==> config.mk <==
export PLATFORM = sky130hd
export DESIGN_NAME = priority_arbiter_flat
export DESIGN_NICKNAME = d
export VERILOG_FILES = /design/src/rtl/priority_arbiter_if.sv /design/src/rtl/priority_arbiter.sv /design/src/flat_wrapper.sv
export SDC_FILE = /design/constraint.sdc
export NUM_CORES = 1
export LEC_CHECK = 0
export CORE_MARGIN = 5
export CORE_UTILIZATION = 46
export DETAILED_ROUTE_END_ITERATION = 16
export MAX_ROUTING_LAYER = met4
export PLACE_DENSITY = 0.78
export SLEW_MARGIN = 5
export SYNTH_ARGS = -nofsm -noshare
export SYNTH_HDL_FRONTEND = slang
export SYNTH_SLANG_ARGS = --single-unit
==> constraint.sdc <==
create_clock -name clk -period 3.9 [get_ports clk]
set_input_delay 1.17 -clock clk [delete_from_list [all_inputs] [get_ports clk]]
set_output_delay 1.17 -clock clk [all_outputs]
set_load 0.01 [all_outputs]
==> src/rtl/priority_arbiter_if.sv <==
// Request/grant bundle between requesters and the priority arbiter.
// The master side is the arbiter (drives the grant), the slave side is the environment.
interface priority_arbiter_if #(
  parameter int N = 8,
  parameter int W = ($clog2(N) < 1) ? 1 : $clog2(N)
);
  logic [N-1:0] req;
  logic         mode;
  logic         grant_ready;
  logic         grant_valid;
  logic [W-1:0] grant_idx;
  logic [N-1:0] grant_onehot;

  modport master (
    input  req, mode, grant_ready,
    output grant_valid, grant_idx, grant_onehot
  );

  modport slave (
    output req, mode, grant_ready,
    input  grant_valid, grant_idx, grant_onehot
  );
endinterface

==> src/rtl/priority_arbiter.sv <==
// Registered N-way arbiter: fixed (MSB-first) or round-robin priority,
// valid/ready grant handshake with back-to-back grants at one per cycle.
module priority_arbiter #(
  parameter int N = 8,
  parameter int W = ($clog2(N) < 1) ? 1 : $clog2(N)
) (
  input logic            clk,
  input logic            rst_n,
  priority_arbiter_if.master bus
);

  typedef enum logic {IDLE = 1'b0, HOLD = 1'b1} state_t;

  localparam logic [W-1:0] LAST = W'(N - 1);

  state_t       state_q, state_d;
  logic [W-1:0] idx_q, idx_d;
  logic [N-1:0] onehot_q, onehot_d;
  logic [W-1:0] ptr_q, ptr_d, ptr_eff;
  logic [W-1:0] winner;
  logic [N-1:0] masked;
  logic         hs;

  function automatic logic [W-1:0] msb_index(input logic [N-1:0] v);
    logic [W-1:0] r;
    r = '0;
    for (int i = 0; i < N; i++) begin
      if (v[i]) r = W'(i);
    end
    return r;
  endfunction

  function automatic logic [N-1:0] low_mask(input logic [W-1:0] p);
    logic [N-1:0] m;
    for (int i = 0; i < N; i++) begin
      m[i] = (i <= int'(p));
    end
    return m;
  endfunction

  function automatic logic [N-1:0] to_onehot(input logic [W-1:0] idx);
    return {{(N-1){1'b0}}, 1'b1} << idx;
  endfunction

  // Stage p0 input side: pointer update for the accepted grant, then winner search.
  // Round-robin keeps requesters at or below ptr first; if none, wrap to the top.
  always_comb begin
    hs      = (state_q == HOLD) && bus.grant_ready;
    ptr_eff = ptr_q;
    if (hs && bus.mode) ptr_eff = (idx_q == '0) ? LAST : idx_q - W'(1);

    masked = bus.req & low_mask(ptr_eff);
    if (!bus.mode)    winner = msb_index(bus.req);
    else if (|masked) winner = msb_index(masked);
    else              winner = msb_index(bus.req);

    state_d  = state_q;
    idx_d    = idx_q;
    onehot_d = onehot_q;
    ptr_d    = ptr_eff;

    case (state_q)
      IDLE: begin
        if (|bus.req) begin
          state_d  = HOLD;
          idx_d    = winner;
          onehot_d = to_onehot(winner);
        end
      end
      HOLD: begin
        if (hs) begin
          if (|bus.req) begin
            idx_d    = winner;
            onehot_d = to_onehot(winner);
          end else begin
            state_d  = IDLE;
            onehot_d = '0;
          end
        end
      end
      default: begin
        state_d  = IDLE;
        onehot_d = '0;
      end
    endcase
  end

  // Stage p0 registers: every output comes straight from a flop.
  always_ff @(posedge clk) begin
    if (!rst_n) begin
      state_q  <= IDLE;
      idx_q    <= '0;
      onehot_q <= '0;
      ptr_q    <= LAST;
    end else begin
      state_q  <= state_d;
      idx_q    <= idx_d;
      onehot_q <= onehot_d;
      ptr_q    <= ptr_d;
    end
  end

  assign bus.grant_valid  = (state_q == HOLD);
  assign bus.grant_idx    = idx_q;
  assign bus.grant_onehot = onehot_q;

endmodule

==> src/flat_wrapper.sv <==
// flat-port wrapper written by rule: the top's interface ports become plain ports
module priority_arbiter_flat 
#(
  parameter int N = 8,
  parameter int W = ($clog2(N) < 1) ? 1 : $clog2(N)
)
  (clk, rst_n, bus_req, bus_mode, bus_grant_ready, bus_grant_valid, bus_grant_idx, bus_grant_onehot);
  priority_arbiter_if #(.N(N), .W(W)) bus_i ();
  input logic clk;
  input logic rst_n;
  input wire logic [$bits(bus_i.req)-1:0] bus_req;
  input wire logic [$bits(bus_i.mode)-1:0] bus_mode;
  input wire logic [$bits(bus_i.grant_ready)-1:0] bus_grant_ready;
  output wire logic [$bits(bus_i.grant_valid)-1:0] bus_grant_valid;
  output wire logic [$bits(bus_i.grant_idx)-1:0] bus_grant_idx;
  output wire logic [$bits(bus_i.grant_onehot)-1:0] bus_grant_onehot;
  assign bus_i.req = bus_req;
  assign bus_i.mode = bus_mode;
  assign bus_i.grant_ready = bus_grant_ready;
  assign bus_grant_valid = bus_i.grant_valid;
  assign bus_grant_idx = bus_i.grant_idx;
  assign bus_grant_onehot = bus_i.grant_onehot;
  priority_arbiter #(.N(N), .W(W)) u_core (.clk(clk), .rst_n(rst_n), .bus(bus_i));
endmodule
==> summary.md <==
| Metric | Value |
|---|---|
| Cell Area, Synth | 1050 um2 |
| Critical Path Slowest Stage Cell | clkdlybuf4s50_1 |
| WP data arrival | 3530 ps |
| Crit-path cells | clkdlybuf4s50_1, and3_1, or4_4, a31o_4, o41ai_2, nand3b_1, nand2_1, a22o_1 |
| Dominant cells by area after synthesis | dfxtp_1, nand2_1, a22o_1 |
| Via-per-instance ratio | 6.19 |
| CTS tree | done |
| Clock transition at the registers of the reported paths | 90 ps |
| Syn Nets | 137 |
| Die width | 57.7 um |
| Routed Antenna Nets | 0 |
| DRT Wirelength | 2740 um |
| Status | complete, no violations |
| GP Congestion | 0.926 |
| Post CTS Setup Buffer Count | 0 |
| Routed vias | 1,090 |
| Highest clock rate | 300 MHz |
| Yosys warns | 0 |
| RSZ-0062 raised after global routing | false |
| # DRC | 0 |
| Final Max Tran Viols | 0 |
| CTS Hold Buffers Added | 0 |
| Critical path class | input pin to flop |
| Min Tclk post-route | 3340 ps |
| Antenna violations before repair | 0 |
| Nets@finish | 163 |
| Final setup TNS | 0 ps |
| H-tree depth | 1 |
| Synthesis-stage register bit count | 15 |
| Worst endpoint required time | 4090 ps |
| Max-Cap Viols | 0 |
| Number of synthesized flops with an enable pin | 0 |
| GR Util All Layers | 0.180 |
| Layout cell share with drive strength beyond 1 | 0.135 |
| Avg Cell Area, Syn | 8.52 um2 |
| Final period util | 0.856 |
| Core Area | 2190 um2 |
| First-pass DRT Iterations | 4 |
| Clock share of power | 0.227 |
| Top cell type's share of synthesized area | 0.286 |
| P_int | 262 uW |
| Seq/Total Area, Yosys | 0.286 |
| IO Pins | 24 |
| Die Footprint | 3330 um2 |
| Commonest cells in the netlist | dfxtp_1, nand2_1, inv_1, a21oi_1, nor2_1 |
| Area grow syn2layout | 26.3% |
| 1st-iter DRT viols | 34 |
| Final setup fails | 0 |
| CP Launch Type | input pin |
| Peak VDD IR | 0.000244 V |
| Worst hold slack | 460 ps |
| Congestion Overflow GR | 0 |
| PostCTS Resize Cnt | 0 |
| Flop pwr share | 0.442 |
| Sw Pwr | 126 uW |
| Row cnt | 17 |
| Largest fanout on the critical path | 7 |
| Starting Density | 0.479 |
| Clock Tree Root | clkbuf_4 |
| Count leader, synth | dfxtp_1 |
| Unique masters post-synth | 51 |
| Slew @ Worst Pin | 475 ps |
| Hold Path Class | flop to flop |
| Largest area contributor in the netlist | dfxtp_1 |
| Final hold viol count | 0 |
| DP Wirelength | 2190 um |
| Clk_lat worst skew | 290 ps |
| Logic pwr share | 0.331 |
| Post-Syn Instances | 123 |
| Crit path capture type | flop |
| Input/output buffers | 23 |
| CTS sink count | 15 |
| Max_slew headroom | 0.684 |
| CTS buffer count | 3 |
| Die Y | 57.7 um |
| Crit-path max cell delay | 510 ps |
| Drt wl/cell | 15.5 um |
| Largest net degree at the start of global routing | 11 |
| Ant diodes | 0 |
| PD cells | 293 nW/um2 |
| Global-route wire length before repair | 4630 um |
| FFs w/ async S/R, synth | 0 |
| Leak | 0.000470 uW |
| Vias in the first global route | 1,013 |
| CTS Buffer Depth | 2 |
| Clock Skew | 5.89 ps |
| Fraction of power spent switching nets | 0.325 |
| Ys flop type | dfxtp_1 |
## cell type report
cell class | count | area, um2
clock buffers | 4 | 26.3
fillers | 192 | 867
inverters | 7 | 26.3
multi-input cells | 97 | 691
flip-flops and latches | 15 | 300
well taps | 28 | 35.0
repair buffers | 25 | 245
## layer usage
layer | vias up | part of all wire | track usage
met1 | 509 | 0.45 | 0.220
met4 | 0 | 0.019 | 0.0828
met5 | - | 0 | -
met2 | 46 | 0.44 | 0.271
li1 | 528 | - | -
met3 | 7 | 0.086 | 0.0557
## kinds of logic after synthesis
kind of cell / after synthesis / share of synthesized area
AND/OR/NAND/NOR: 47 / 0.249
AO/OA/AOI/OAI: 48 / 0.385
adder cells (fa/ha/maj): 2 / 0.0239
buffers and inverters: 11 / 0.0549
flip-flops: 15 / 0.286
## worst max-delay path, delay by kind of cell
family | cells | cell delay [ps]
buffers and inverters | 1 | 510
AOI/OAI and AO/OA | 3 | 720
and+or+nand+nor | 4 | 1120
## through the flow
stage / util / total power (uW) / instance area, um2 / setup slack, ps / instances
after floorplan: - / 253 / 1050 / 974 / 123
after CTS: 0.604 / 389 / 1320 / 571 / 176
after global placement: 0.592 / 300 / 1300 / 269 / 172
after detailed placement: 0.592 / 302 / 1300 / 260 / 172
after global routing: 0.604 / 415 / 1320 / 467 / 176
final: 0.604 / 388 / 1320 / 563 / 176
## cells in the final DEF (no fill, tap or decap), types with 2 or more instances in the layout
master           count
a22o_1               4
o21ai_1              2
nor3_1               3
dfxtp_1             15
nand3_1              2
inv_1                7
nand2_1             13
buf_4                2
nand4_1              4
o21ai_0              5
nor4_1               2
nor2b_1              4
o21a_1               3
o211ai_1             4
ha_1                 2
clkbuf_4             3
or3_1                3
o21ai_2              2
a21oi_1              6
a31oi_1              3
clkdlybuf4s50_1     23
nor2_1               6
## sequential cells by signal, summed over array words and instances (netlist names)
register	count
u_core.bus.grant_valid	1
u_core.bus.grant_idx	3
u_core.bus.grant_onehot	8
u_core.ptr_q	3
## power groups by stage
stage | Sequential [uW] | Combinational, uW | Clock [uW]
after global placement | 174 | 126 | 0
after CTS | 171 | 128 | 89.6
after floorplan | 176 | 76.8 | 0
after detailed placement | 175 | 127 | 0
after global routing | 173 | 139 | 103
final | 171 | 128 | 88.1
## final timing paths
check	start	end	slack (ps)	cells after the start
hold / removal	u_core.bus.grant_onehot[3]$_SDFFE_PN0P_	u_core.bus.grant_onehot[3]$_SDFFE_PN0P_	460	2
setup reg to reg	u_core.bus.grant_idx[0]$_SDFFE_PN0P_	u_core.bus.grant_onehot[5]$_SDFFE_PN0P_	1040	10
hold reg to reg	u_core.bus.grant_onehot[3]$_SDFFE_PN0P_	u_core.bus.grant_onehot[3]$_SDFFE_PN0P_	460	2
setup / recovery	bus_mode	u_core.bus.grant_onehot[4]$_SDFFE_PN0P_	560	8
(Power assumes the default switching activity.)
